`src/rtl/div_16b_seq.sv`:
```
// Unsigned restoring divider: one quotient bit per clock, start/busy/done handshake.
// Results are registered and held until the next accepted start or reset.
module div_16b_seq #(
  parameter int WIDTH = 16
) (
  input  logic             clk,
  input  logic             rst,
  input  logic             start,
  input  logic [WIDTH-1:0] dividend,
  input  logic [WIDTH-1:0] divisor,
  output logic             busy,
  output logic             done,
  output logic [WIDTH-1:0] quotient,
  output logic [WIDTH-1:0] remainder,
  output logic             div_by_zero
);

  localparam int CW = $clog2(WIDTH + 1);
  localparam logic [CW-1:0] LAST = CW'(WIDTH - 1);

  typedef enum logic [1:0] {IDLE, RUN, DONE} state_t;

  state_t           state;
  logic [WIDTH:0]   prem;
  logic [WIDTH-1:0] qreg;
  logic [WIDTH-1:0] dvsr;
  logic [CW-1:0]    count;

  logic [WIDTH+1:0] sh_prem;
  logic [WIDTH+1:0] trial;
  logic             fits;
  logic [WIDTH:0]   prem_nx;
  logic [WIDTH-1:0] qreg_nx;

  // Trial subtraction carries a spare sign bit so divisors >= 2^(WIDTH-1) cannot overflow.
  always_comb begin
    sh_prem = {prem, qreg[WIDTH-1]};
    trial   = sh_prem - {2'b00, dvsr};
    fits    = ~trial[WIDTH+1];
    prem_nx = fits ? trial[WIDTH:0] : sh_prem[WIDTH:0];
    qreg_nx = {qreg[WIDTH-2:0], fits};
  end

  always_ff @(posedge clk) begin
    if (rst) begin
      state       <= IDLE;
      busy        <= 1'b0;
      done        <= 1'b0;
      quotient    <= '0;
      remainder   <= '0;
      div_by_zero <= 1'b0;
      prem        <= '0;
      qreg        <= '0;
      dvsr        <= '0;
      count       <= '0;
    end else begin
      case (state)
        IDLE, DONE: begin
          done  <= 1'b0;
          state <= IDLE;
          if (start) begin
            if (divisor == '0) begin
              state       <= DONE;
              done        <= 1'b1;
              quotient    <= '1;
              remainder   <= dividend;
              div_by_zero <= 1'b1;
            end else begin
              state <= RUN;
              busy  <= 1'b1;
              prem  <= '0;
              qreg  <= dividend;
              dvsr  <= divisor;
              count <= '0;
            end
          end
        end
        RUN: begin
          prem  <= prem_nx;
          qreg  <= qreg_nx;
          count <= count + 1'b1;
          if (count == LAST) begin
            state       <= DONE;
            busy        <= 1'b0;
            done        <= 1'b1;
            quotient    <= qreg_nx;
            remainder   <= prem_nx[WIDTH-1:0];
            div_by_zero <= 1'b0;
          end
        end
        default: state <= IDLE;
      endcase
    end
  end

endmodule

```
`config.mk`:
```
export PLATFORM = sky130hd
export DESIGN_NAME = div_16b_seq
export DESIGN_NICKNAME = d
export VERILOG_FILES = /design/src/rtl/div_16b_seq.sv
export SDC_FILE = /design/constraint.sdc
export NUM_CORES = 1
export LEC_CHECK = 0
export CAP_MARGIN = 20
export CELL_PAD_IN_SITES_DETAIL_PLACEMENT = 0
export CELL_PAD_IN_SITES_GLOBAL_PLACEMENT = 2
export CORE_UTILIZATION = 30
export DETAILED_ROUTE_END_ITERATION = 16
export MAX_ROUTING_LAYER = met4
export PLACE_DENSITY_LB_ADDON = 0.1
export SETUP_SLACK_MARGIN = 0.4
export SLEW_MARGIN = 30
export SYNTH_ARGS = -nofsm -noshare
export SYNTH_HDL_FRONTEND = slang
export SYNTH_SLANG_ARGS = --single-unit
```
`constraint.sdc`:
```
create_clock -name clk -period 3.55 [get_ports clk]
set_input_delay 0.8875 -clock clk [delete_from_list [all_inputs] [get_ports clk]]
set_output_delay 0.8875 -clock clk [all_outputs]
set_load 0.01 [all_outputs]
```
After elaboration in Yosys (flattened, before gate mapping). Index checks and enable logic that the tools add are counted.

Add/subtract/negate cells: 2. Equal/unequal tests: 7. Muxes and demuxes: 33. Bitwise logic cells: 2. Reduce and logical (&&, ||, !) cells: 9.

Operators with widths (count): $mux 16 (8); $pmux 16 s2 (3); $mux 17 (3); $pmux 17 s2 (1); $sub 18x16->18 (1); $logic_not 16->1 (1); $mux 5 (2); $pmux 5 s2 (1); $mux 1 (8); $ne 2x2->1 const B (4); $reduce_and 4->1 (2); $mux 2 (3); $pmux 1 s2 (3); $reduce_and 3->1 (2); $add 5x1->5 const B (1); $eq 5x4->1 const B (1); $pmux 2 s2 (1); $eq 2x1->1 const B (1); $eq 2x2->1 const B (1); $logic_not 2->1 (1); $not 1->1 (2); $reduce_and 2->1 (1); $reduce_bool 2->1 (1); $reduce_or 2->1 (1).

Register bits: 91. Output and inout port bits: 35. Word-level logic and storage cells: 63.

Longest topological paths before layout. Gate-level depths: netlist of the first run.

Depth in word-level cells: 4. Depth in mapped cells: 11. Mapped depth without buffers: 11.

Least setup slack after synthesis of the first run. Ideal clock, no wire load.

Path type: input port to flip-flop. Start: input port divisor[2]. End: register prem[5]. Arrival: 2.469 ns. Required time: 3.483 ns. Path slack: 1.013 ns. Stages: 8. Path buffers: 2. Cell sequence: nor4_1 > nand4_1 > nor2b_1 > clkbuf_1 > nor3_1 > clkbuf_1 > nand2_1 > o21ai_2.

Word-level cells in the longest chain between the ends: 3.

RTL lines: start: declaration (RTL line 10) `input logic [WIDTH-1:0] divisor,`; $logic_not 16->1 (RTL line 62) `if (divisor == '0) begin`; $ne 2x2->1 (no source line); $reduce_and 3->1 (no source line); end signal: assignment (RTL line 79) `prem <= prem_nx;`; end: declaration (RTL line 24) `logic [WIDTH:0] prem;`.

Every way passes these cells. A chain may end at the register's enable or synchronous reset.

Worst setup path in the final report of the first run.
Start: register dvsr[14]. End: register remainder[8].

Word-level cells in the longest chain between the ends: 4.

RTL lines: start: declaration (RTL line 26) `logic [WIDTH-1:0] dvsr;`; start signal: assignment (RTL line 73) `dvsr <= divisor;`; $sub 18x16->18 (RTL line 38) `trial = sh_prem - {2'b00, dvsr};`; $mux 17 (RTL line 40) `prem_nx = fits ? trial[WIDTH:0] : sh_prem[WIDTH:0];`; $mux 16 (RTL line 82) `if (count == LAST) begin`; $pmux 16 s2 (RTL line 57) `case (state)`; end signal: assignment (RTL line 66) `remainder <= dividend;`; end signal: assignment (RTL line 87) `remainder <= prem_nx[WIDTH-1:0];`; end: declaration (RTL line 14) `output logic [WIDTH-1:0] remainder,`.

Every way passes these cells. The select of a mux whose other input is x is not followed.

==> results of run 1 <==
==> power breakdown <==
group / internal [mW] / total, mW / switching, mW
logic: 0.882 / 2.00 / 1.12
registers: 1.11 / 1.19 / 0.0883
clock network: 0.554 / 0.999 / 0.444
==> worst reg2reg max path, delay by kind of cell, from the launching register on <==
family / cells / cell delay [ns]
DFF: 1 / 0.35
muxes: 1 / 0.34
buffers and inverters: 2 / 0.28
AOI/OAI and AO/OA: 5 / 1.17
xor gates and xnor gates: 1 / 0.24
adders and majority gates: 1 / 0.35
==> metal layers <==
layer,part of all wire,global-route usage,up-vias
li1,-,-,2134
met1,0.50,0.250,1947
met2,0.45,0.282,82
met3,0.032,0.0348,11
met4,0.011,0.0524,0
met5,0,-,-
==> per-stage QoR <==
| stage | instances | power, mW | setup slack, ns |
|---|---|---|---|
| 2_1_floorplan | 569 | 2.61 | 1.01 |
| 3_3_place_gp | 799 | 3.05 | 0.470 |
| 3_5_place_dp | 799 | 3.06 | 0.386 |
| 4_1_cts | 815 | 4.08 | 0.528 |
| 5_1_grt | 820 | 4.49 | 0.429 |
| 6_report | 820 | 4.19 | 0.706 |
==> cells in the mapped netlist (4+ instances only) <==
master / count / share of area
a31oi_1: 6 / 0.0082
nand3_1: 6 / 0.0065
a21oi_1: 41 / 0.045
o21a_1: 4 / 0.0065
nor2b_1: 7 / 0.0095
inv_1: 19 / 0.016
nand2_1: 92 / 0.075
a311oi_1: 17 / 0.032
nand2b_1: 5 / 0.0068
clkbuf_1: 31 / 0.025
ha_1: 18 / 0.049
nor3_1: 36 / 0.039
nor4_1: 4 / 0.0055
nor2_1: 63 / 0.052
and3_1: 9 / 0.012
o22ai_1: 8 / 0.011
xor2_1: 7 / 0.013
a21o_1: 4 / 0.0065
o21ai_0: 26 / 0.028
dfxtp_1: 91 / 0.40
o211ai_1: 4 / 0.0065
xnor2_1: 6 / 0.011
a211oi_1: 5 / 0.0082
mux2i_1: 10 / 0.022
==> layout make-up <==
type | count | area, µm² | share of cell area
Clock buffer | 10 | 229 | 0.0393
Inverter | 19 | 71.3 | 0.0123
Sequential cell | 91 | 1820 | 0.313
Tap cell | 184 | 230 | 0.0396
Timing Repair Buffer | 86 | 838 | 0.144
Clock inverter | 6 | 72.6 | 0.0125
Multi-Input combinational cell | 424 | 2560 | 0.439
==> flip-flops by register name, indices dropped and copies added, names as in the netlist <==
signal,cells
busy,1
quotient,16
remainder,16
div_by_zero,1
prem,17
state,2
count,5
done,1
qreg,16
dvsr,16
==> final timing paths <==
path	startpoint	endpoint	slack (ns)	cells past startpoint
max	dvsr[14]	remainder[8]	0.71	10
min	dvsr[2]	dvsr[2]	0.46	2
max reg2reg	dvsr[14]	remainder[8]	0.71	10
min reg2reg	dvsr[2]	dvsr[2]	0.46	2
==> cells by family (layout without fill, tap and decap cells) <==
family                   after synthesis  in the layout  synth area share
AO/OA/AOI/OAI                        142            142             0.214
AND/OR/NAND/NOR                      237            237             0.230
XOR/XNOR                              15             15            0.0344
adder cells (fa/ha/maj)               19             19            0.0535
buffers and inverters                 54            121            0.0464
multiplexers                          11             11            0.0243
flip-flops                            91             91             0.397
==> repair_timing <==
| action | in CTS | in global routing |
|---|---|---|
| setup endpoints to repair | 0 | 3 |
| buffers inserted | 0 | 5 |
| endpoints found under the hold margin | 0 | 0 |
==> cell usage in the layout (no fill, tap or decap), types with 7 or more instances in the layout <==
cell	instances
a311oi_1	17
o21ai_0	25
nor3_1	36
nand2_1	92
clkdlybuf4s50_1	68
buf_4	15
mux2i_1	10
o22ai_1	8
a21oi_1	41
clkbuf_16	9
and3_1	9
ha_1	18
xor2_1	7
dfxtp_1	91
inv_1	19
nor2_1	63
==> out/qor.csv, run 1 <==
stage,metric,value,unit
worst_setup_path,Slowest cell on crit path,dfxtp_1,
timing,setup violators final,0,
cells_and_area,ANT cells,0,
clock_network,CTS Hold Buffers Added,0,
route,drt pass-1 iters,11,
clock_network,CTS tree,done,
worst_setup_path,CP Class,flop to flop,
placement,Post-DP Area,5470,µm²
power,leakage power,2.16,nW
worst_setup_path,Crit. End Element,flop,
worst_setup_path,critical path startpoint category,flop,
yosys,synthesized area,4590,µm²
clock_network,total CTS buffers,9,
grt,Tot GR Track Use,0.186,
floorplanning,Core Region,14800,µm²
cells_and_area,layout cells sized above 1,0.0770,
grt,antenna violations before repair,0,
timing,final cycle utilization of the critical path,0.801,
yosys,Yosys cell types,60,
yosys,Yosys reg bits,91,
clock_network,CTS Buffer Depth,2,
cells_and_area,FILL cells,1536,
yosys,Mapped Cells,569,
worst_setup_path,critical-path cell list,inv_1 -> ha_1 -> a21o_1 -> a221oi_4 -> o21ai_4 -> a211oi_4 -> xnor2_4 -> buf_4 -> mux2i_1 -> o22ai_1,
yosys,Post-synth EDFFs,0,
floorplanning,standard-cell rows,44,
cells_and_area,Area Growth Syn to Fin,26.8,%
floorplanning,Die Area,15800,µm²
timing,actual slew at the worst max-slew pin,0.785,ns
timing,Clock Skew,0.0122,ns
timing,fin crit period,2.84,ns
floorplanning,die height,126,µm
placement,GPL Wtd Cong,0.786,
timing,final hold slack,0.457,ns
power,worst vdd ir,0.240,mV
clock_network,clk slew on worst S/H paths,0.07,ns
worst_setup_path,CP Data Required Time,3.77,ns
yosys,"Top FF cell, synth",dfxtp_1,
route,DRT antenna net count,0,
route,drc violations,6,
cells_and_area,Final Core Density,0.394,
grt,pin count of the biggest net entering global routing,45,
yosys,sequential share of the synthesized area,0.397,
clock_network,clk_lat worst skew,0.35,ns
floorplanning,Initial Util,0.311,
route,total vias in the final route,4174,
worst_hold_path,worst hold path type,flop to flop,
clock_network,clock root buffer,clkbuf_16,
clock_network,# H-tree levels,3,
power,PD cells,720,nW/µm²
route,vias per cell,5.09,
yosys,async set-reset flop share out of synthesis,0,
timing,fmax,352,MHz
grt,first-pass GRT wire length,22.0,mm
timing,"Hold Violations, Final",0,
timing,relative slew slack,0.475,
floorplanning,Die X,126,µm
yosys,number of synthesis warnings,0,
placement,port buffer count,69,
route,final WL,13.5,mm
clock_network,clock sink total,91,
run_status,run status,"finished, violations left",
worst_setup_path,CP top delay family,compound AO/OA/AOI/OAI gates,
run_status,failing checks,design-rule violations,
worst_setup_path,arrival time at the worst endpoint,3.07,ns
grt,grt ovf,0,
timing,Setup TNS,0,ns
floorplanning,Top Ports,70,
worst_setup_path,worst-path fanout max,8,
run,max-cap violation count,0,
route,drt initial violations,251,
worst_setup_path,worst path bufs/invs,2,
placement,HPWL after detailed placement,9.94,mm
timing,RSZ-0062 raised after global routing,no,
cells_and_area,Final #Nets,685,
grt,vias in the first global route,4103,
cells_and_area,Final Cell Area,5820,µm²
yosys,Mapped Nets,623,
yosys,Avg Inst Size Synth,8.06,µm²
worst_setup_path,CP peak stage delay,0.35,ns
clock_network,post-CTS sizing,0,
route,WL/cell,16.5,µm
timing,"Slew Viols, Final",0,
(Power assumes the default switching activity.)
==> run 2, diff against run 1 <==
==> constraint.sdc (replaced) <==
create_clock -name clk -period 2.8 [get_ports clk]
set_input_delay 0.7 -clock clk [delete_from_list [all_inputs] [get_ports clk]]
set_output_delay 0.7 -clock clk [all_outputs]
set_load 0.01 [all_outputs]
==> out/qor.csv, run 2 (synthesis results as in run 1) <==
stage,metric,value,unit
run_status,run status,"finished, violations left",
run_status,failing checks,design-rule violations,
worst_setup_path,reg2reg end,remainder[0],
timing,"Slew Viols, Final",0,
run,max-cap violation count,0,
power,Sw Ratio,0.382,
power,leakage power,2.49,nW
worst_setup_path,Worst Setup SP,prem[2],
placement,HPWL after detailed placement,10.3,mm
worst_hold_path,worst hold path type,flop to flop,
timing,fmax,399,MHz
clock_network,clk_lat worst skew,0.35,ns
timing,setup violators final,0,
worst_setup_path,arrival time at the worst endpoint,2.77,ns
power,sequential share of power,0.225,
floorplanning,Die X,126,µm
timing,relative slew slack,0.479,
power,PD cells,1020,nW/µm²
floorplanning,Core Region,14800,µm²
cells_and_area,"Most flops, register",prem,
placement,port buffer count,69,
worst_setup_path,critical-path cell list,ha_4 -> and2_4 -> a221oi_4 -> nand2_2 -> a211oi_4 -> buf_12 -> buf_6 -> xor2_4 -> or3_4 -> a311oi_2,
floorplanning,standard-cell rows,44,
cells_and_area,FILL cells,1504,
cells_and_area,most frequent cells in the layout,"nand2_1, dfxtp_1, clkdlybuf4s50_1, nor2_1, buf_4",
grt,first-pass GRT wire length,22.8,mm
worst_setup_path,critical path startpoint category,flop,
clock_network,CTS tree,done,
cells_and_area,"commonest non-fill, non-tap cell in the layout",nand2_1,
cells_and_area,Final #Nets,734,
route,drt pass-1 iters,10,
cells_and_area,ANT cells,0,
route,WL/cell,16.7,µm
route,final WL,14.5,mm
timing,setup ws final,0.296,ns
timing,RSZ-0062 raised after global routing,yes,
grt,antenna violations before repair,0,
power,internal power,4.22,mW
grt,vias in the first global route,4286,
floorplanning,Top Ports,70,
worst_setup_path,Crit. End Element,flop,
worst_hold_path,Hold EP,dvsr[4],
power,Psw,2.60,mW
worst_setup_path,CP top delay family,compound AO/OA/AOI/OAI gates,
grt,Tot GR Track Use,0.191,
worst_setup_path,CP Data Required Time,3.06,ns
cells_and_area,register area,1840,µm²
clock_network,clk slew on worst S/H paths,0.07,ns
floorplanning,Initial Util,0.311,
worst_setup_path,Slowest cell on crit path,or3_4,
grt,pin count of the biggest net entering global routing,42,
cells_and_area,layout cells sized above 1,0.238,
grt,grt ovf,0,
worst_hold_path,WHS Path Cells,2,
cells_and_area,multi-input logic area,2950,µm²
power,worst vdd ir,0.389,mV
timing,Clock Skew,0.00597,ns
clock_network,# H-tree levels,3,
clock_network,clock root buffer,clkbuf_16,
cells_and_area,Final Core Density,0.451,
route,DRT antenna net count,0,
worst_setup_path,r2r worst-path depth,10,
worst_setup_path,CP peak stage delay,0.38,ns
worst_setup_path,RR Startpoint,prem[2],
route,drt initial violations,229,
clock_network,total CTS buffers,9,
route,drc violations,5,
timing,fin crit period,2.50,ns
timing,"Hold Violations, Final",0,
cells_and_area,Area Growth Syn to Fin,45.2,%
route,total vias in the final route,4434,
worst_setup_path,worst path bufs/invs,2,
placement,Setup WS pre-CTS,-0.241,ns
timing,final cycle utilization of the critical path,0.894,
timing,actual slew at the worst max-slew pin,0.781,ns
clock_network,clock sink total,91,
worst_setup_path,worst-path fanout max,4,
cells_and_area,number of flip-flops in the largest register,17,
power,Gate power share,0.586,
floorplanning,die height,126,µm
worst_setup_path,CP Class,flop to flop,
route,vias per cell,5.10,
floorplanning,Die Area,15800,µm²
worst_setup_path,r2r setup slk,0.30,ns
power,Final Total Pwr,6.82,mW
worst_hold_path,worst hold start,dvsr[4],
power,clock power share,0.189,
clock_network,CTS Buffer Depth,2,
placement,GPL Wtd Cong,0.793,
[run 2: cell types whose count changed in the layout (fill, tap and decap cells not counted), sizes merged]
| cell | delta |
|---|---|
| clkinv | +1 |
| xnor2 | +1 |
| clkbuf | +2 |
| inv | +1 |
| clkinvlp | -2 |
| buf | +46 |
[run 2: power by group through the flow]
stage / combinational, mW / clock, mW / sequential, mW
floorplan: 1.85 / 0 / 1.51
global placement: 2.72 / 0 / 1.54
detailed placement: 2.71 / 0 / 1.55
CTS: 3.48 / 1.32 / 1.53
global route: 4.31 / 1.37 / 1.55
finish: 4.00 / 1.29 / 1.53
[run 2: layout make-up]
cell class / count / area share
Clock buffer: 10 / 0.0359
Clock inverter: 6 / 0.0107
Inverter: 19 / 0.0111
Multi-Input combinational cell: 425 / 0.442
Sequential cell: 91 / 0.276
Tap cell: 184 / 0.0346
Timing Repair Buffer: 134 / 0.190
[run 2: metrics by stage]
step / cell area (µm²) / hold WS, ns / TNS (ns) / cells
6_report: 6660 / 0.453 / 0 / 869
5_1_grt: 6660 / 0.476 / 0 / 869
4_1_cts: 6380 / 0.459 / 0 / 857
3_5_place_dp: 5810 / 0.450 / -9.88 / 831
3_3_place_gp: 5810 / 0.446 / -6.17 / 831
2_1_floorplan: 4670 / 0.436 / 0 / 569
[run 2: per-layer routing]
layer / GRT usage / vias up / share of wire
met4: 0.0674 / 0 / 0.014
met3: 0.0268 / 13 / 0.036
met1: 0.253 / 2095 / 0.49
li1: - / 2247 / -
met2: 0.299 / 79 / 0.46
met5: - / - / 0
[run 2: how the worst max path moves through the flow]
stage                                to  slack [ns]  cells past startpoint
after floorplan            remainder[1]        0.39                     10
after global placement    remainder[10]       -0.16                      8
after detailed placement   remainder[7]       -0.24                      8
after CTS                  remainder[3]        0.27                     11
after global routing      remainder[12]        0.17                     12
final                      remainder[0]        0.30                     10
[run 2: worst register-to-register path, stage by stage (launching register included)]
cell	delay, ns
dfxtp_4	0.37
ha_4	0.25
and2_4	0.17
a221oi_4	0.28
nand2_2	0.13
a211oi_4	0.29
buf_12	0.15
buf_6	0.10
xor2_4	0.08
or3_4	0.38
a311oi_2	0.21
[run 2: what timing repair did]
| item | CTS | global route |
|---|---|---|
| pin swaps | 22 | 26 |
| setup endpoints to repair | 89 | 57 |
| setup buffers | 9 | 10 |
| gates cloned | 1 | 2 |
| gates resized for setup | 52 | 39 |
| hold buffers | 0 | 0 |
==> run 3, diff against run 2 <==
--- a/config.mk
+++ b/config.mk
@@ -8,6 +8,7 @@
 export CAP_MARGIN = 20
 export CELL_PAD_IN_SITES_DETAIL_PLACEMENT = 0
 export CELL_PAD_IN_SITES_GLOBAL_PLACEMENT = 2
+export CORE_MARGIN = 2
 export CORE_UTILIZATION = 30
 export DETAILED_ROUTE_END_ITERATION = 16
 export MAX_ROUTING_LAYER = met4
==> out/qor.csv, run 3 (synthesis results as in run 1) <==
stage,metric,value,unit
timing,actual slew at the worst max-slew pin,0.745,ns
worst_hold_path,worst hold path type,flop to flop,
placement,port buffer count,69,
worst_setup_path,CP Data Required Time,3.09,ns
cells_and_area,number of flip-flops in the largest register,17,
grt,grt ovf,0,
route,DRT antenna net count,0,
clock_network,total CTS buffers,9,
timing,relative slew slack,0.502,
timing,Setup TNS,0,ns
clock_network,clk slew on worst S/H paths,0.07,ns
route,total vias in the final route,4431,
worst_setup_path,critical path startpoint category,flop,
route,WL/cell,16.9,µm
cells_and_area,Area Growth Syn to Fin,48.5,%
clock_network,CTS tree,done,
timing,setup violators final,0,
run_status,run status,"finished, final reports clean",
placement,HPWL after detailed placement,10.5,mm
cells_and_area,"Most flops, register",prem,
worst_setup_path,CP Class,flop to flop,
worst_setup_path,r2r setup slk,0.32,ns
power,leakage power,2.57,nW
timing,"Hold Violations, Final",0,
timing,setup ws final,0.323,ns
cells_and_area,most frequent cells in the layout,"nand2_1, dfxtp_1, clkdlybuf4s50_1, nor2_1, buf_4",
placement,Setup WS pre-CTS,-0.239,ns
cells_and_area,multi-input logic area,3010,µm²
floorplanning,die height,128,µm
route,final WL,14.9,mm
worst_setup_path,critical-path cell list,inv_2 -> ha_4 -> and2_4 -> a221oi_4 -> nand2_2 -> a211oi_4 -> buf_6 -> buf_6 -> xnor2_4 -> buf_12 -> mux2_4 -> o21ai_2,
timing,Clock Skew,0.0118,ns
clock_network,clk_lat worst skew,0.36,ns
timing,fmax,404,MHz
cells_and_area,FILL cells,1530,
power,PD cells,1050,nW/µm²
worst_setup_path,arrival time at the worst endpoint,2.77,ns
placement,Post-DP Area,5790,µm²
cells_and_area,Final #Nets,744,
floorplanning,Core Region,15100,µm²
timing,fin crit period,2.48,ns
floorplanning,Die Area,16300,µm²
worst_setup_path,worst-path fanout max,4,
clock_network,clock root buffer,clkbuf_16,
floorplanning,standard-cell rows,45,
floorplanning,Initial Util,0.304,
power,Final Total Pwr,7.18,mW
grt,vias in the first global route,4436,
route,drc violations,0,
timing,final cycle utilization of the critical path,0.885,
floorplanning,Die X,128,µm
cells_and_area,ANT cells,0,
timing,RSZ-0062 raised after global routing,yes,
power,worst vdd ir,0.591,mV
clock_network,clock sink total,91,
floorplanning,Top Ports,70,
grt,pin count of the biggest net entering global routing,53,
clock_network,CTS Buffer Depth,2,
placement,GPL Wtd Cong,0.813,
worst_setup_path,worst path bufs/invs,4,
clock_network,CTS Hold Buffers Added,0,
cells_and_area,Final Cell Area,6810,µm²
route,drt pass-1 iters,4,
worst_setup_path,CP peak stage delay,0.34,ns
cells_and_area,register area,1850,µm²
route,drt initial violations,270,
cells_and_area,layout cells sized above 1,0.261,
grt,antenna violations before repair,0,
worst_setup_path,Slowest cell on crit path,dfxtp_2,
cells_and_area,Final Core Density,0.451,
cells_and_area,Non-Filler Instances,882,
timing,"Slew Viols, Final",0,
cells_and_area,"commonest non-fill, non-tap cell in the layout",nand2_1,
route,vias per cell,5.02,
placement,Placed Cells incl. Taps,832,
worst_setup_path,CP top delay family,compound AO/OA/AOI/OAI gates,
grt,Tot GR Track Use,0.192,
grt,first-pass GRT wire length,23.6,mm
worst_setup_path,Most Frequent Cell on Critical Path,buf_6,
worst_setup_path,Crit. End Element,flop,
clock_network,# H-tree levels,3,
timing,final hold slack,0.455,ns
run,max-cap violation count,0,
-- run 3: cell types whose count changed in the layout (fill, tap and decap cells not counted), moves of 3 or more --
cell     before  now
inv_2         4    7
o21ai_1      14   11
dfxtp_4       1    4
buf_6         7   17
-- run 3: cell type report --
type,count,share of cell area
Clock buffer,10,0.0351
Clock inverter,5,0.00882
Inverter,19,0.0105
Multi-Input combinational cell,425,0.442
Sequential cell,91,0.271
Tap cell,188,0.0345
Timing Repair Buffer,144,0.198
-- run 3: worst min-delay path: stages (launching register included) --
cell,delay (ns)
dfxtp_1,0.31
nand2_1,0.05
a21oi_1,0.05
-- run 3: final timing paths --
check | start | end | cells after the start
setup / recovery | dvsr[4] | prem[5] | 12
hold / removal | div_by_zero | div_by_zero | 2
setup reg to reg | dvsr[4] | prem[5] | 12
hold reg to reg | div_by_zero | div_by_zero | 2
-- run 3: per-layer routing --
| metal | GRT usage | share of wire | vias to the layer above |
|---|---|---|---|
| li1 | - | - | 2265 |
| met5 | - | 0 | - |
| met4 | 0.0543 | 0.0095 | 0 |
| met3 | 0.0225 | 0.034 | 11 |
| met2 | 0.290 | 0.44 | 73 |
| met1 | 0.271 | 0.51 | 2082 |
-- run 3: where the power goes --
group	internal (mW)	switching (mW)	leakage, nW
combinational	2.32	2.07	1.68
sequential	1.41	0.121	0.748
clock	0.716	0.540	0.145
total	4.44	2.73	2.57
-- run 3: repair_timing --
action / 4_1_cts / 5_1_grt
setup endpoints to repair: 89 / 43
setup buffers: 26 / 6
gates resized for setup: 68 / 47
cloned: 1 / 2
pin swaps: 31 / 24
